--- src/rtl/lut_stim_check.sv ---
`timescale 1ns/1ps
// Exhaustive truth-table checker for an external LUT: steps through every input vector,
// lets the LUT settle, samples its output and tallies mismatches against INIT.
module lut_stim_check #(
  parameter int                         N_INPUTS      = 1,
  parameter logic [(1<<N_INPUTS)-1:0]   INIT          = 2'b01,
  parameter int                         SETTLE_CYCLES = 4
) (
  input  logic                clk,
  input  logic                rst,
  input  logic                start,
  output logic [N_INPUTS-1:0] lut_i,
  input  logic                lut_o,
  output logic                busy,
  output logic                done,
  output logic                pass,
  output logic [7:0]          err_count,
  output logic [N_INPUTS-1:0] first_fail
);

  typedef enum logic [1:0] {IDLE, SETTLE, SAMPLE, DONE} state_t;

  localparam logic [7:0] SETTLE_LAST = 8'(SETTLE_CYCLES - 1);

  state_t              state_q, state_d;
  logic [N_INPUTS-1:0] vec_q;
  logic [7:0]          settle_cnt;
  logic                fail_seen;
  logic                vec_last;
  logic                mismatch;

  assign vec_last = &vec_q;
  assign mismatch = (state_q == SAMPLE) && (lut_o != INIT[vec_q]);

  always_ff @(posedge clk or posedge rst) begin
    if (rst) state_q <= IDLE;
    else     state_q <= state_d;
  end

  always_comb begin
    state_d = state_q;
    case (state_q)
      IDLE, DONE: if (start) state_d = SETTLE;
      SETTLE:     if (settle_cnt == SETTLE_LAST) state_d = SAMPLE;
      SAMPLE:     state_d = vec_last ? DONE : SETTLE;
      default:    state_d = IDLE;
    endcase
  end

  // Datapath; the vector only moves on the SAMPLE->SETTLE hand-off, so lut_i is stable
  // for the whole settle/sample window of each vector.
  always_ff @(posedge clk or posedge rst) begin
    if (rst) begin
      vec_q      <= '0;
      settle_cnt <= '0;
      err_count  <= '0;
      first_fail <= '0;
      fail_seen  <= 1'b0;
    end else begin
      case (state_q)
        IDLE, DONE: if (start) begin
          vec_q      <= '0;
          settle_cnt <= '0;
          err_count  <= '0;
          first_fail <= '0;
          fail_seen  <= 1'b0;
        end
        SETTLE: settle_cnt <= settle_cnt + 8'd1;
        SAMPLE: begin
          if (mismatch) begin
            if (err_count != 8'hff) err_count <= err_count + 8'd1;
            if (!fail_seen) begin
              first_fail <= vec_q;
              fail_seen  <= 1'b1;
            end
          end
          settle_cnt <= '0;
          if (!vec_last) vec_q <= vec_q + 1'b1;
        end
        default: ;
      endcase
    end
  end

  assign lut_i = vec_q;
  assign busy  = (state_q == SETTLE) || (state_q == SAMPLE);
  assign done  = (state_q == DONE);
  assign pass  = (state_q == DONE) && (err_count == 8'd0);

endmodule

--- config.mk ---
export PLATFORM = sky130hd
export DESIGN_NAME = lut_stim_check
export DESIGN_NICKNAME = d
export VERILOG_FILES = /design/src/rtl/lut_stim_check.sv
export SDC_FILE = /design/constraint.sdc
export NUM_CORES = 1
export LEC_CHECK = 0
export BUFFER_PORTS_ARGS = -buffer_cell sky130_fd_sc_hd__buf_2
export CORE_MARGIN = 2
export CORE_UTILIZATION = 40
export DETAILED_ROUTE_END_ITERATION = 10
export PLACE_DENSITY = 0.62
export SLEW_MARGIN = 20
export SYNTH_ARGS = -nofsm -noshare
export SYNTH_HDL_FRONTEND = slang
export SYNTH_SLANG_ARGS = --single-unit
export TNS_END_PERCENT = 10
--- constraint.sdc ---
create_clock -name clk -period 1.55 [get_ports clk]
set_input_delay 0.2325 -clock clk [delete_from_list [all_inputs] [get_ports clk]]
set_output_delay 0.2325 -clock clk [all_outputs]
set_load 0.01 [all_outputs]
# Word level (Yosys, flattened, before mapping)
# Cells that the tools add are included.
dict set report totals {
  input_bits 4
  out_inout_bits 13
  word_cells 52
  register_bits 21
}
dict set report classes {
  magnitude_cmp 1
  add_sub_neg 3
  n_reduce_logical 12
  n_eq_ne 11
  n_mux 19
}
# cell count
set op_table {}
lappend op_table {{8-bit 2-to-1 mux} 3}
lappend op_table {{8-bit case mux with 3 select lines} 1}
lappend op_table {{8-bit by 1-bit adder with 8-bit output (second input constant)} 2}
lappend op_table {{8-bit case mux with 2 select lines} 1}
lappend op_table {{8-bit by 2-bit equality test with 1-bit output (second input constant)} 1}
lappend op_table {{8-bit zero test} 1}
lappend op_table {{2-bit != test (second input constant)} 4}
lappend op_table {{8-bit != test (second input constant)} 1}
lappend op_table {{4-bit AND reduction} 2}
lappend op_table {{1-bit 2-to-1 mux} 7}
lappend op_table {{2-bit 2-to-1 mux} 3}
lappend op_table {{1-bit case mux with 2 select lines} 3}
lappend op_table {{2-bit case mux with 3 select lines} 1}
lappend op_table {{2-bit equality test (second input constant)} 2}
lappend op_table {{2-bit AND reduction} 2}
lappend op_table {{3-bit AND reduction} 1}
lappend op_table {{2-bit by 1-bit equality test with 1-bit output (second input constant)} 1}
lappend op_table {{1-bit logical AND} 2}
lappend op_table {{2-bit zero test} 1}
lappend op_table {{1-bit by 2-bit < comparator with 1-bit output (second input constant)} 1}
lappend op_table {{2-bit by 1-bit != test with 1-bit output (second input constant)} 1}
lappend op_table {{2-bit nonzero test} 1}
lappend op_table {{2-bit OR reduction} 1}
lappend op_table {{1-bit adder (second input constant)} 1}
lappend op_table {{2 further kinds} 2}

# Logic depth before layout (Yosys ltp)
# Gate-level depths: netlist of run 1.
dict set report logic_depth {
  depth_word 6
  depth_mapped 7
  depth_no_buf 6
}

# Least setup slack after synthesis of run 1
# OpenSTA, ideal clock, no wires.
dict set report synth_timing {
  path_type {flip-flop to flip-flop}
  startpoint {reg settle_cnt[0]}
  endpoint {reg state_q[1]}
  stages_incl_launch_ff 6
  n_path_buf 0
  arrival_time_ps 1598
  slack_ps -173
  path_cell_list {dfrtp_1 ha_1 or4b_1 o41ai_2 nand2_1 mux2_4}
}
dict set report synth_between {
  elab_chain_len 3
}
# item line
set synth_lines {}
lappend synth_lines {{start: declaration} 27} ;# logic [7:0] settle_cnt;
lappend synth_lines {{start signal: assignment} 68} ;# SETTLE: settle_cnt <= settle_cnt + 8'd1;
lappend synth_lines {{8-bit by 2-bit equality test with 1-bit output} 44} ;# SETTLE: if (settle_cnt == SETTLE_LAST) state_d = SAMPLE;
lappend synth_lines {{2-bit != test (no line)} -}
lappend synth_lines {{2-bit AND reduction (no line)} -}
lappend synth_lines {{end signal: assignment} 37} ;# else state_q <= state_d;
lappend synth_lines {{end: declaration} 25} ;# state_t state_q, state_d;
# No other way between the ends.
# A chain may end at the register's enable or synchronous reset.

# Worst setup path in the final report of run 1
dict set report layout_timing {
  startpoint {reg err_count[7]}
  endpoint {out pass}
}
dict set report layout_between {
  elab_chain_len 2
}
# item line
set layout_lines {}
lappend layout_lines {{start: declaration} 17} ;# output logic [7:0] err_count,
lappend layout_lines {{start signal: assignment} 71} ;# if (err_count != 8'hff) err_count <= err_count + 8'd1;
lappend layout_lines {{8-bit zero test} 88} ;# assign pass = (state_q == DONE) && (err_count == 8'd0);
lappend layout_lines {{1-bit logical AND} 88}
lappend layout_lines {{end: declaration} 16} ;# output logic pass,
# No other way between the ends.

==> results.txt, run 1 <==
----------------------------------------------------
[Outcome]
  Run status ... complete, but fails checks
  Violations in the final reports ... negative setup slack

[Critical path]
  Data arrival at the endpoint of the critical path ... 1.55 ns
  Launch point of the worst reg-to-reg path ... settle_cnt[1]
  R2r setup slk ... -0.21 ns
  Critical path peak fanout ... 2
  Depth of the worst register-to-register path ... 5
  Crit Reg-Reg Endpoint ... state_q[1]
  Type of the worst setup path ... reg2out
  Sort of element at the start of the critical path ... flop
  Data required time of the critical path ... 1.32 ns
  Kind of end point of the critical path ... output pin

[Synth]
  Multiplexer share of the synthesized area ... 0.0541
  Syn. warnings ... 0
  Sequential area share after synthesis ... 0.429
  Number of enable flip-flop cells after synthesis ... 0
  Synth area leader ... sky130_fd_sc_hd__dfrtp_1
  XOR/XNOR share of the synthesized area ... 0.0215
  Net count of the mapped netlist ... 142
  Register bit count reported by yosys ... 21
  Gate Count Post-Synth ... 129
  Area share of the leading cell type in the synthesized netlist ... 0.429
  Number of library cell types mapped by synthesis ... 39
  Area share of fa/ha/maj cells after synthesis ... 0.0919
  Combinational family with the most area after synthesis ... simple AND/OR/NAND/NOR gates
  Post-synthesis instance area ... 1220 µm²
  Area fraction in compound gates after synthesis ... 0.157
  Synthesized-area fraction occupied by and/or/nand/nor cells ... 0.204
  Mean Syn Cell Area ... 9.50 µm²
  Top_reg_cell synth ... sky130_fd_sc_hd__dfrtp_1
  Main area contributors after synthesis ... sky130_fd_sc_hd__dfrtp_1 (43%), sky130_fd_sc_hd__ha_1 (9.2%), sky130_fd_sc_hd__nand2_1 (4.3%), sky130_fd_sc_hd__a21oi_1 (3.3%), sky130_fd_sc_hd__mux2i_1 (3.3%)
  Fraction of registers with async set/reset ... 1.00

[Power and ir drop]
  Maximum vdd drop ... 1150 µV
  PD cells ... 1580 nW/µm²
  Post-route total power ... 2.72 mW
  Static leakage power ... 0.845 nW

[Clock network]
  Clock tree from TritonCTS ... built
  CTS Buf Count ... 3
  Clock transition at the registers of the reported paths ... 0.13 ns
  Clock latency at the later pin of the worst-skew pair ... 0.30 ns
  Number of sinks on the clock net ... 21
  Total number of H-tree levels ... 1
  CTS root buf ... sky130_fd_sc_hd__clkbuf_4
  CTS Buffer Depth ... 2

[Cells and area]
  Number of nets in the final layout ... 191
  Area Overhead vs Synth ... 40.7%
  Final non-filler cell area ... 1720 µm²
  Share of cells above drive strength 1 ... 0.412
  Antenna diode count ... 0

[Drt]
  DRC errors left ... 0
  Total number of vias ... 1,085
  Sum of routed wire length over all layers ... 2750 µm
  Number of design-rule violations left by the first detailed-router iteration ... 35
  Via density ... 5.17
  Average wire length per cell after detail routing ... 13.1 µm
  Number of nets with antenna violations after detailed routing ... 0
  Drt first pass iters ... 4

[Min path]
  Hold Path Stages ... 4
  Endpoint with the worst hold slack ... lut_i
  Worst hold path type ... in2reg
  Launch instance of the worst min-delay path ... start

[Timing]
  Period utilisation layout ... 1.15
  Maximum clock frequency ... 563 MHz
  Minimum setup slack in the final design ... -0.228 ns
  Endpoints failing setup ... 14
  Number of failing hold endpoints at the final stage ... 0
  Setup repair after global routing missed its margin ... true
  Worst clock skew on the final layout ... 0.00712 ns
  Headroom to the max-slew limit ... 0.804
  Actual slew at the worst max-slew pin ... 0.294 ns
  Final number of max-transition violations ... 0
  Tmin final ... 1.78 ns

[Floorplan]
  Count of pins on the block boundary ... 17
  Vertical die dimension ... 59.3 µm
  Initial Utilization ... 0.411
  Die Outline Area ... 3520 µm²
  Horizontal die dimension ... 59.3 µm
  Number of core rows ... 20
  Core Region ... 2980 µm²

[Placement]
  Global placer's final weighted congestion ... 0.914
  PortBufs ... 16
  Area post-placement ... 1560 µm²
  DPL Wire Length ... 2050 µm

[GRT]
  Number of global-route vias before repair ... 1,091
  Total global-route track usage ... 0.178
  Antenna violations before repair ... 0
  Remaining global-route overflow ... 0
  Wire length of the first global-routing pass ... 4770 µm
  Pin count of the biggest net entering global routing ... 22

[Flow run]
  Maximum capacitance violations ... 0

----------------------------------------------------
==> metrics by stage <==
step	setup WS (ns)	util	hold WS, ns	cells	setup TNS [ns]
finish	-0.228	0.579	0.303	210	-1.16
floorplan	-0.173	-	0.209	129	-1.63
detailed placement	-0.182	0.524	0.280	205	-1.36
CTS	-0.279	0.552	0.286	210	-0.936
global placement	-0.148	0.524	0.282	205	-1.16
global route	-0.330	0.579	0.320	210	-2.76
==> how the worst max path moves through the flow <==
stage	start	end	slack, ns
2_1_floorplan	settle_cnt[0]	state_q[1]	-0.17
3_3_place_gp	state_q[0]	settle_cnt[7]	-0.15
3_5_place_dp	settle_cnt[1]	state_q[1]	-0.18
4_1_cts	err_count[7]	pass	-0.28
5_1_grt	state_q[0]	pass	-0.33
6_report	err_count[7]	pass	-0.23
==> layout by cell type (no fill, tap or decap), types with 2 or more instances in the layout <==
master and instances:
sky130_fd_sc_hd__nor2_1 5, sky130_fd_sc_hd__nand2_1 14, sky130_fd_sc_hd__nand3_1 8, sky130_fd_sc_hd__a21oi_1 6, sky130_fd_sc_hd__inv_1 7, sky130_fd_sc_hd__buf_6 3
sky130_fd_sc_hd__buf_4 29, sky130_fd_sc_hd__nor3_2 2, sky130_fd_sc_hd__ha_4 2, sky130_fd_sc_hd__dfrtp_1 21, sky130_fd_sc_hd__a41oi_1 2, sky130_fd_sc_hd__and3_1 3
sky130_fd_sc_hd__o21ai_0 5, sky130_fd_sc_hd__mux2i_1 3, sky130_fd_sc_hd__nand2b_1 2, sky130_fd_sc_hd__ha_1 6, sky130_fd_sc_hd__o21ai_1 2, sky130_fd_sc_hd__nor2b_1 2
sky130_fd_sc_hd__xnor2_1 2, sky130_fd_sc_hd__buf_2 15, sky130_fd_sc_hd__a31oi_1 4, sky130_fd_sc_hd__inv_2 2, sky130_fd_sc_hd__mux2_4 2, sky130_fd_sc_hd__a21oi_2 2
sky130_fd_sc_hd__clkbuf_4 3
==> sequential cells by signal, summed over array words and instances (netlist names) <==
signal,flops
fail_seen,1
state_q,2
err_count,8
first_fail,1
lut_i,1
settle_cnt,8
==> cells by family (layout without fill, tap and decap cells) <==
kind of cell             after synthesis  after routing
AO/OA/AOI/OAI                         29             29
XOR/XNOR                               3              3
adder cells (fa/ha/maj)                9              9
buffers and inverters                 13             61
flip-flops                            21             21
multiplexers                           6              6
AND/OR/NAND/NOR                       48             48
==> cells in the mapped netlist, types with 3 or more instances <==
| master | instances |
|---|---|
| sky130_fd_sc_hd__dfrtp_1 | 21 |
| sky130_fd_sc_hd__nand2_1 | 14 |
| sky130_fd_sc_hd__ha_1 | 9 |
| sky130_fd_sc_hd__inv_1 | 9 |
| sky130_fd_sc_hd__a21oi_1 | 8 |
| sky130_fd_sc_hd__nand3_1 | 8 |
| sky130_fd_sc_hd__o21ai_0 | 7 |
| sky130_fd_sc_hd__nor2_1 | 5 |
| sky130_fd_sc_hd__a31oi_1 | 4 |
| sky130_fd_sc_hd__mux2i_1 | 4 |
| sky130_fd_sc_hd__and3_1 | 3 |
| sky130_fd_sc_hd__nand2b_1 | 3 |
| sky130_fd_sc_hd__nor3_1 | 3 |
==> worst max-delay path: stages, from the launching register on <==
cell and delay (ns):
sky130_fd_sc_hd__dfrtp_1 0.40, sky130_fd_sc_hd__or4_4 0.55, sky130_fd_sc_hd__nor4_4 0.13, sky130_fd_sc_hd__buf_2 0.16
==> timing repair <==
action | in CTS | in global routing
cloned | 0 | 0
hold buffers | 1 | 0
gates resized for setup | 11 | 16
hold endpoints to repair | 21 | 0
pin swaps | 4 | 1
buffers inserted | 0 | 0
setup endpoints to repair | 20 | 20
==> final cells by class <==
class | instances | area [µm²]
Clock buffer | 3 | 22.5
Clock inverter | 1 | 5.00
Fill cell | 249 | 1250
Inverter | 9 | 33.8
Multi-Input combinational cell | 95 | 758
Sequential cell | 21 | 526
Tap cell | 33 | 41.3
Timing Repair Buffer | 48 | 337
==> per-layer routing <==
metal | GRT usage | up-vias | wire length [µm]
li1 | - | 562 | -
met1 | 0.253 | 511 | 1390
met2 | 0.278 | 10 | 1290
met3 | 0.0197 | 2 | 54
met4 | 0.0714 | 0 | 19
met5 | 0 | - | 0
==> report_power, final <==
part	total, mW	switching [mW]	leakage (nW)	internal, mW
registers	0.718	0.0706	0.285	0.647
logic	1.73	0.821	0.543	0.914
clock network	0.269	0.172	0.0177	0.0962
total	2.72	1.06	0.845	1.66
No activity file was read; power rests on OpenSTA's default activity.
==> inputs of run 2 (changes only) <==
--- a/config.mk
+++ b/config.mk
@@ -10,6 +10,7 @@
 export CORE_UTILIZATION = 40
 export DETAILED_ROUTE_END_ITERATION = 10
 export PLACE_DENSITY = 0.62
+export SKIP_LAST_GASP = 1
 export SLEW_MARGIN = 20
 export SYNTH_ARGS = -nofsm -noshare
 export SYNTH_HDL_FRONTEND = slang
==> run 2 against run 1 <==
The flow still finishes with violations (negative setup slack). Global-route usage is 0.24 points lower. Non-clock buffer count stayed put. Critical path depth unchanged. Design area down 6.8%. Combinational power down 17%. Critical path type unchanged. Largest power group unchanged. Highest routed layer unchanged.
==> results.txt, run 2 (same netlist as run 1, synthesis figures left out) <==
----------------------------------------------------
[Timing]
  Final number of max-transition violations ... 0 (unchanged)
  Final hold slack ... 0.288 ns (-0.0143 ns)
  Headroom to the max-slew limit ... 0.754 (-0.0497)
  Worst clock skew on the final layout ... 0.00365 ns (-0.00346 ns)
  Period utilisation layout ... 1.16 (+0.0107)
  Endpoints failing setup ... 19 (+5)
  Actual slew at the worst max-slew pin ... 0.363 ns (+0.0697 ns)
  Final setup TNS ... -2.46 ns (-1.30 ns)
  Tmin final ... 1.79 ns (+0.0166 ns)
  Maximum clock frequency ... 557 MHz (-0.93%)
  Setup repair after global routing missed its margin ... true
  Minimum setup slack in the final design ... -0.244 ns (-0.0166 ns)
  Number of failing hold endpoints at the final stage ... 0 (unchanged)

[Critical path]
  Sort of element at the start of the critical path ... flop
  Crit. path cell count ... 3 (unchanged)
  Standard cell with the maximum stage delay on the critical path ... sky130_fd_sc_hd__or4_1
  Data required time of the critical path ... 1.32 ns (about the same)
  Launch point of the worst reg-to-reg path ... settle_cnt[0]
  R2r setup slk ... -0.20 ns (about the same)
  Data arrival at the endpoint of the critical path ... 1.56 ns (about the same)
  Critical path peak fanout ... 2 (unchanged)
  Capture point of the critical path ... pass
  Largest incremental delay on the critical path ... 0.55 ns (about the same)
  Startpoint of the most critical setup path ... err_count[7]
  Type of the worst setup path ... reg2out
  Crit Reg-Reg Endpoint ... state_q[1]
  Critical path, cell by cell ... or4_1, nor4_2, buf_2
  Kind of end point of the critical path ... output pin
  Depth of the worst register-to-register path ... 5 (unchanged)
  Family of cells with the greatest summed delay on the critical path ... simple AND/OR/NAND/NOR gates
  Worst path bufs/invs ... 1 (unchanged)

[Drt]
  Total number of vias ... 1,088 (+0.28%)
  Sum of routed wire length over all layers ... 2650 µm (-3.7%)
  Average wire length per cell after detail routing ... 12.6 µm (-3.7%)
  Via density ... 5.18 (+0.28%)
  Drt first pass iters ... 4 (unchanged)
  DRC errors left ... 0 (unchanged)
  Number of design-rule violations left by the first detailed-router iteration ... 29 (-17%)
  Number of nets with antenna violations after detailed routing ... 0 (unchanged)

[Placement]
  Post-placement setup slack ... -0.182 ns (unchanged)
  DPL Wire Length ... 2050 µm (unchanged)
  Area post-placement ... 1560 µm² (unchanged)
  Global placer's final weighted congestion ... 0.914 (unchanged)
  PortBufs ... 16 (unchanged)
  Number of placed cells counting well taps ... 205 (unchanged)

[Cells and area]
  Final non-filler cell area ... 1610 µm² (-6.8%)
  Area Overhead vs Synth ... 31.1%
  Antenna diode count ... 0 (unchanged)
  Share of cells above drive strength 1 ... 0.322 (-0.0904)
  Number of nets in the final layout ... 191 (unchanged)
  Number of inserted filler cells in the final layout ... 272 (+9.2%)
  Post-layout util ... 0.539 (-0.0395)
  Most used cells in the layout excluding fill and tap cells ... sky130_fd_sc_hd__buf_4 (31), sky130_fd_sc_hd__dfrtp_1 (21), sky130_fd_sc_hd__buf_2 (16)
  Biggest registers after layout ... err_count: 8 flops, settle_cnt: 8 flops, state_q: 2 flops
  Leading cell type in the layout, fill and taps excluded ... sky130_fd_sc_hd__buf_4
  Final cell count without fillers ... 210 (unchanged)

[GRT]
  Antenna violations before repair ... 0 (unchanged)
  Pin count of the biggest net entering global routing ... 22 (unchanged)
  Total global-route track usage ... 0.176 (-0.00237)
  Remaining global-route overflow ... 0 (unchanged)
  Wire length of the first global-routing pass ... 4690 µm (-1.6%)
  Number of global-route vias before repair ... 1,063 (-2.6%)

[Flow run]
  Maximum capacitance violations ... 0 (unchanged)

[Floorplan]
  Core Region ... 2980 µm² (unchanged)
  Initial Utilization ... 0.411 (unchanged)
  Vertical die dimension ... 59.3 µm (unchanged)
  Number of core rows ... 20 (unchanged)
  Count of pins on the block boundary ... 17 (unchanged)
  Horizontal die dimension ... 59.3 µm (unchanged)
  Die Outline Area ... 3520 µm² (unchanged)

[Power and ir drop]
  PD cells ... 1490 nW/µm² (-5.4%)
  Post-route total power ... 2.40 mW (-12%)
  Maximum vdd drop ... 959 µV (-17%)
  Static leakage power ... 0.832 nW (-1.6%)

[Clock network]
  CTS root buf ... sky130_fd_sc_hd__clkbuf_4
  Clock tree from TritonCTS ... built
  Total number of H-tree levels ... 1 (unchanged)
  Clock latency at the later pin of the worst-skew pair ... 0.30 ns (about the same)
  Number of setup buffers added after CTS ... 0 (unchanged)
  CTS Buffer Depth ... 2 (unchanged)
  Number of sinks on the clock net ... 21 (unchanged)
  CTS Buf Count ... 3 (unchanged)
  Clock transition at the registers of the reported paths ... 0.12 ns (about the same)

[Outcome]
  Violations in the final reports ... negative setup slack
  Run status ... complete, but fails checks

[Min path]
  Worst hold path type ... in2reg
  Hold Path Stages ... 4 (unchanged)

----------------------------------------------------
-- run 2: cell counts in the layout (fill, tap and decap cells not counted) --
Identical to the previous run, type by type.
-- run 2: timing repair --
action,CTS,global route
endpoints found under the hold margin,21,0
setup endpoints to repair,20,22
gates resized for setup,0,1
hold buffers,1,0
-- run 2: area by class of cell --
type / instances / area [µm²] / area share
multi-input cells: 95 / 654 / 0.408
flip-flops and latches: 21 / 526 / 0.327
repair buffers: 48 / 323 / 0.201
well taps: 33 / 41.3 / 0.0257
clock buffers: 3 / 22.5 / 0.0140
inverters: 9 / 33.8 / 0.0210
clock inverters: 1 / 5.00 / 0.00312
-- run 2: how the worst min path moves through the flow --
stage / slack (ns) / to / start
detailed placement: 0.28 / settle_cnt[5] / rst
floorplan: 0.21 / err_count[0] / rst
global route: 0.30 / lut_i / start
finish: 0.29 / lut_i / start
CTS: 0.28 / lut_i / start
global placement: 0.28 / err_count[4] / rst
-- run 2: report_power, final --
group	switching, mW	internal [mW]	total (mW)
Sequential	0.0573	0.647	0.705
Combinational	0.696	0.731	1.43
Clock	0.172	0.0961	0.268
Total	0.925	1.47	2.40
-- run 2: worst min-delay path: stages --
cell                      delay [ns]
sky130_fd_sc_hd__buf_2          0.12
sky130_fd_sc_hd__nand2_1        0.06
sky130_fd_sc_hd__a21oi_1        0.06
sky130_fd_sc_hd__nor2_1         0.08
-- run 2: metal layers --
metal	vias up	part of all wire	routed length [µm]	track usage
met3	2	0.029	78	0.0197
met2	21	0.46	1220	0.275
met1	505	0.50	1340	0.250
li1	560	-	-	-
met4	0	0.0072	19	0.0682
met5	-	0	0	0
==> inputs of run 3 (changes only) <==
--- a/config.mk
+++ b/config.mk
@@ -9,7 +9,7 @@
 export CORE_MARGIN = 2
 export CORE_UTILIZATION = 40
 export DETAILED_ROUTE_END_ITERATION = 10
-export PLACE_DENSITY = 0.62
+export PLACE_DENSITY = 0.6
 export SKIP_LAST_GASP = 1
 export SLEW_MARGIN = 20
 export SYNTH_ARGS = -nofsm -noshare
==> constraint.sdc (replaced) <==
create_clock -name clk -period 1.8 [get_ports clk]
set_input_delay 0.09 -clock clk [delete_from_list [all_inputs] [get_ports clk]]
set_output_delay 0.09 -clock clk [all_outputs]
set_load 0.01 [all_outputs]
==> run 3 against run 2 <==
The flow now finishes without violations. Global-route usage fell by 0.32 points. Clock power fell by 13%. Non-clock buffer count fell by 13. Critical path depth rose by 2. Utilization fell by 3.4 points. Wire length fell by 4.0%. Critical endpoint is now state_q[1]. Largest cell class unchanged. Largest power group unchanged.
==> results.txt, run 3 (same netlist as run 1, synthesis figures left out) <==
----------------------------------------------------
[Outcome]
  Run status ... complete, no violations

[Cells and area]
  Biggest registers after layout ... err_count: 8 flops, settle_cnt: 8 flops, state_q: 2 flops
  Share of cells above drive strength 1 ... 0.268 (-0.0537)
  Post-layout util ... 0.505 (-0.0336)
  Antenna diode count ... 0 (unchanged)
  Leading cell type in the layout, fill and taps excluded ... sky130_fd_sc_hd__dfrtp_1
  Number of nets in the final layout ... 178 (-6.8%)
  Most used cells in the layout excluding fill and tap cells ... sky130_fd_sc_hd__dfrtp_1 (21), sky130_fd_sc_hd__buf_4 (18), sky130_fd_sc_hd__buf_2 (16)
  Final cell count without fillers ... 197 (-6.2%)
  Area Overhead vs Synth ... 22.9%
  Number of inserted filler cells in the final layout ... 291 (+7.0%)

[GRT]
  Antenna violations before repair ... 0 (unchanged)
  Remaining global-route overflow ... 0 (unchanged)
  Number of global-route vias before repair ... 1,024 (-3.7%)
  Pin count of the biggest net entering global routing ... 22 (unchanged)
  Total global-route track usage ... 0.173 (-0.00322)
  Wire length of the first global-routing pass ... 4610 µm (-1.8%)

[Clock network]
  CTS Buf Count ... 3 (unchanged)
  CTS Buffer Depth ... 2 (unchanged)
  Total number of H-tree levels ... 1 (unchanged)
  Clock latency at the later pin of the worst-skew pair ... 0.31 ns (about the same)
  CTS root buf ... sky130_fd_sc_hd__clkbuf_4
  Clock transition at the registers of the reported paths ... 0.13 ns (about the same)
  Clock tree from TritonCTS ... built
  Number of sinks on the clock net ... 21 (unchanged)

[Drt]
  M1 WL ... 1320 µm (-1.2%)
  Sum of routed wire length over all layers ... 2540 µm (-4.0%)
  Average wire length per cell after detail routing ... 12.9 µm (+2.3%)
  Drt first pass iters ... 4 (unchanged)
  Highest routing layer actually used ... met4
  Number of design-rule violations left by the first detailed-router iteration ... 24 (-17%)
  DRC errors left ... 0 (unchanged)
  Via density ... 5.25 (+1.3%)
  Number of nets with antenna violations after detailed routing ... 0 (unchanged)
  Met3 Routed Length ... 79 µm (+1.3%)
  Routed wire length on met2 ... 1130 µm (-7.6%)
  Total number of vias ... 1,034 (-5.0%)

[Critical path]
  Worst path bufs/invs ... 0 (-1)
  Sort of element at the start of the critical path ... flop
  Family of cells with the greatest summed delay on the critical path ... simple AND/OR/NAND/NOR gates
  Largest incremental delay on the critical path ... 0.45 ns (-0.10 ns)
  Launch point of the worst reg-to-reg path ... settle_cnt[0]
  Kind of end point of the critical path ... flop
  Standard cell with the maximum stage delay on the critical path ... sky130_fd_sc_hd__or4b_1
  Crit. path cell count ... 5 (+2)
  Critical path peak fanout ... 2 (unchanged)
  Data arrival at the endpoint of the critical path ... 2.00 ns (+0.44 ns)
  Type of the worst setup path ... reg2reg
  Data required time of the critical path ... 2.01 ns (+0.69 ns)
  Crit Reg-Reg Endpoint ... state_q[1]
  R2r setup slk ... 0.01 ns (+0.21 ns)
  Depth of the worst register-to-register path ... 5 (unchanged)
  Critical path, cell by cell ... ha_1, or4b_1, o41ai_2, nand2_1, mux2_4
  Capture point of the critical path ... state_q[1]
  Startpoint of the most critical setup path ... settle_cnt[0]

[Placement]
  DPL Wire Length ... 1950 µm (-4.6%)
  PortBufs ... 16 (unchanged)
  Number of placed cells counting well taps ... 192 (-6.3%)
  Global placer's final weighted congestion ... 0.758 (-17%)

[Min path]
  Worst hold path type ... in2reg
  Hold Path Stages ... 4 (unchanged)

[Timing]
  Headroom to the max-slew limit ... 0.756 (+0.00167)
  Tmin final ... 1.79 ns
  Final number of max-transition violations ... 0 (unchanged)
  Final setup TNS ... 0 ns (+2.46 ns)
  Period utilisation layout ... 0.992
  Endpoints failing setup ... 0 (-19)
  Maximum clock frequency ... 560 MHz
  Worst clock skew on the final layout ... 0.0107 ns (+0.00703 ns)
  Setup repair after global routing missed its margin ... true
  Number of failing hold endpoints at the final stage ... 0 (unchanged)
  Actual slew at the worst max-slew pin ... 0.365 ns (+0.00138 ns)

[Floorplan]
  Initial Utilization ... 0.411 (unchanged)
  Core Region ... 2980 µm² (unchanged)
  Die Outline Area ... 3520 µm² (unchanged)
  Horizontal die dimension ... 59.3 µm (unchanged)
  Number of core rows ... 20 (unchanged)
  Count of pins on the block boundary ... 17 (unchanged)
  Vertical die dimension ... 59.3 µm (unchanged)

[Power and ir drop]
  PD cells ... 1300 nW/µm² (-13%)
  Static leakage power ... 0.763 nW (-8.3%)
  Maximum vdd drop ... 813 µV (-15%)

[Flow run]
  Maximum capacitance violations ... 0 (unchanged)

----------------------------------------------------
-- run 3: changes by cell type in the layout (fill, tap and decap cells not counted), sizes merged --
cell  change
buf      -13
-- run 3: what timing repair did --
| action | CTS | global route |
|---|---|---|
| setup buffers | 0 | 0 |
| hold buffers | 1 | 0 |
| endpoints found under the hold margin | 21 | 0 |
| gates resized for setup | 0 | 1 |
| setup endpoints to repair | 0 | 9 |
-- run 3: layout make-up --
cell class | instances | area, µm² | area share
Clock buffer | 3 | 22.5 | 0.0150
Multi-Input combinational cell | 95 | 652 | 0.433
Inverter | 9 | 33.8 | 0.0224
Sequential cell | 21 | 526 | 0.349
Timing Repair Buffer | 35 | 225 | 0.150
Clock inverter | 1 | 5.00 | 0.00333
Tap cell | 33 | 41.3 | 0.0274
-- run 3: worst min path at each step --
stage	start	end	slack [ns]
floorplan	rst	err_count[0]	0.07
global placement	rst	err_count[7]	0.14
detailed placement	rst	err_count[5]	0.14
CTS	start	lut_i	0.14
global route	start	lut_i	0.19
finish	start	lut_i	0.14
-- run 3: worst min-delay path: stages --
cell and delay (ns):
sky130_fd_sc_hd__buf_2 0.12, sky130_fd_sc_hd__nand2_1 0.06, sky130_fd_sc_hd__a21oi_1 0.06, sky130_fd_sc_hd__nor2_1 0.09
-- run 3: layer usage --
layer,up-vias,track usage
met2,15,0.240
met5,-,0
met4,0,0.0779
met1,485,0.265
li1,532,-
met3,2,0.0197
-- run 3: through the flow --
stage,cell area [µm²],hold WS (ns),total power [mW],setup WS (ns)
after floorplan,1220,0.0665,1.29,0.0774
after global placement,1460,0.138,1.70,0.0579
after detailed placement,1460,0.141,1.72,0.0346
after CTS,1500,0.142,1.96,0.0137
after global routing,1510,0.193,2.13,-0.0943
final,1510,0.137,1.95,0.0149
-- run 3: report_power, final --
part	internal, mW	switching (mW)	leakage (nW)
logic	0.536	0.564	0.460
clock network	0.0829	0.150	0.0177
registers	0.557	0.0605	0.285
total	1.18	0.775	0.763
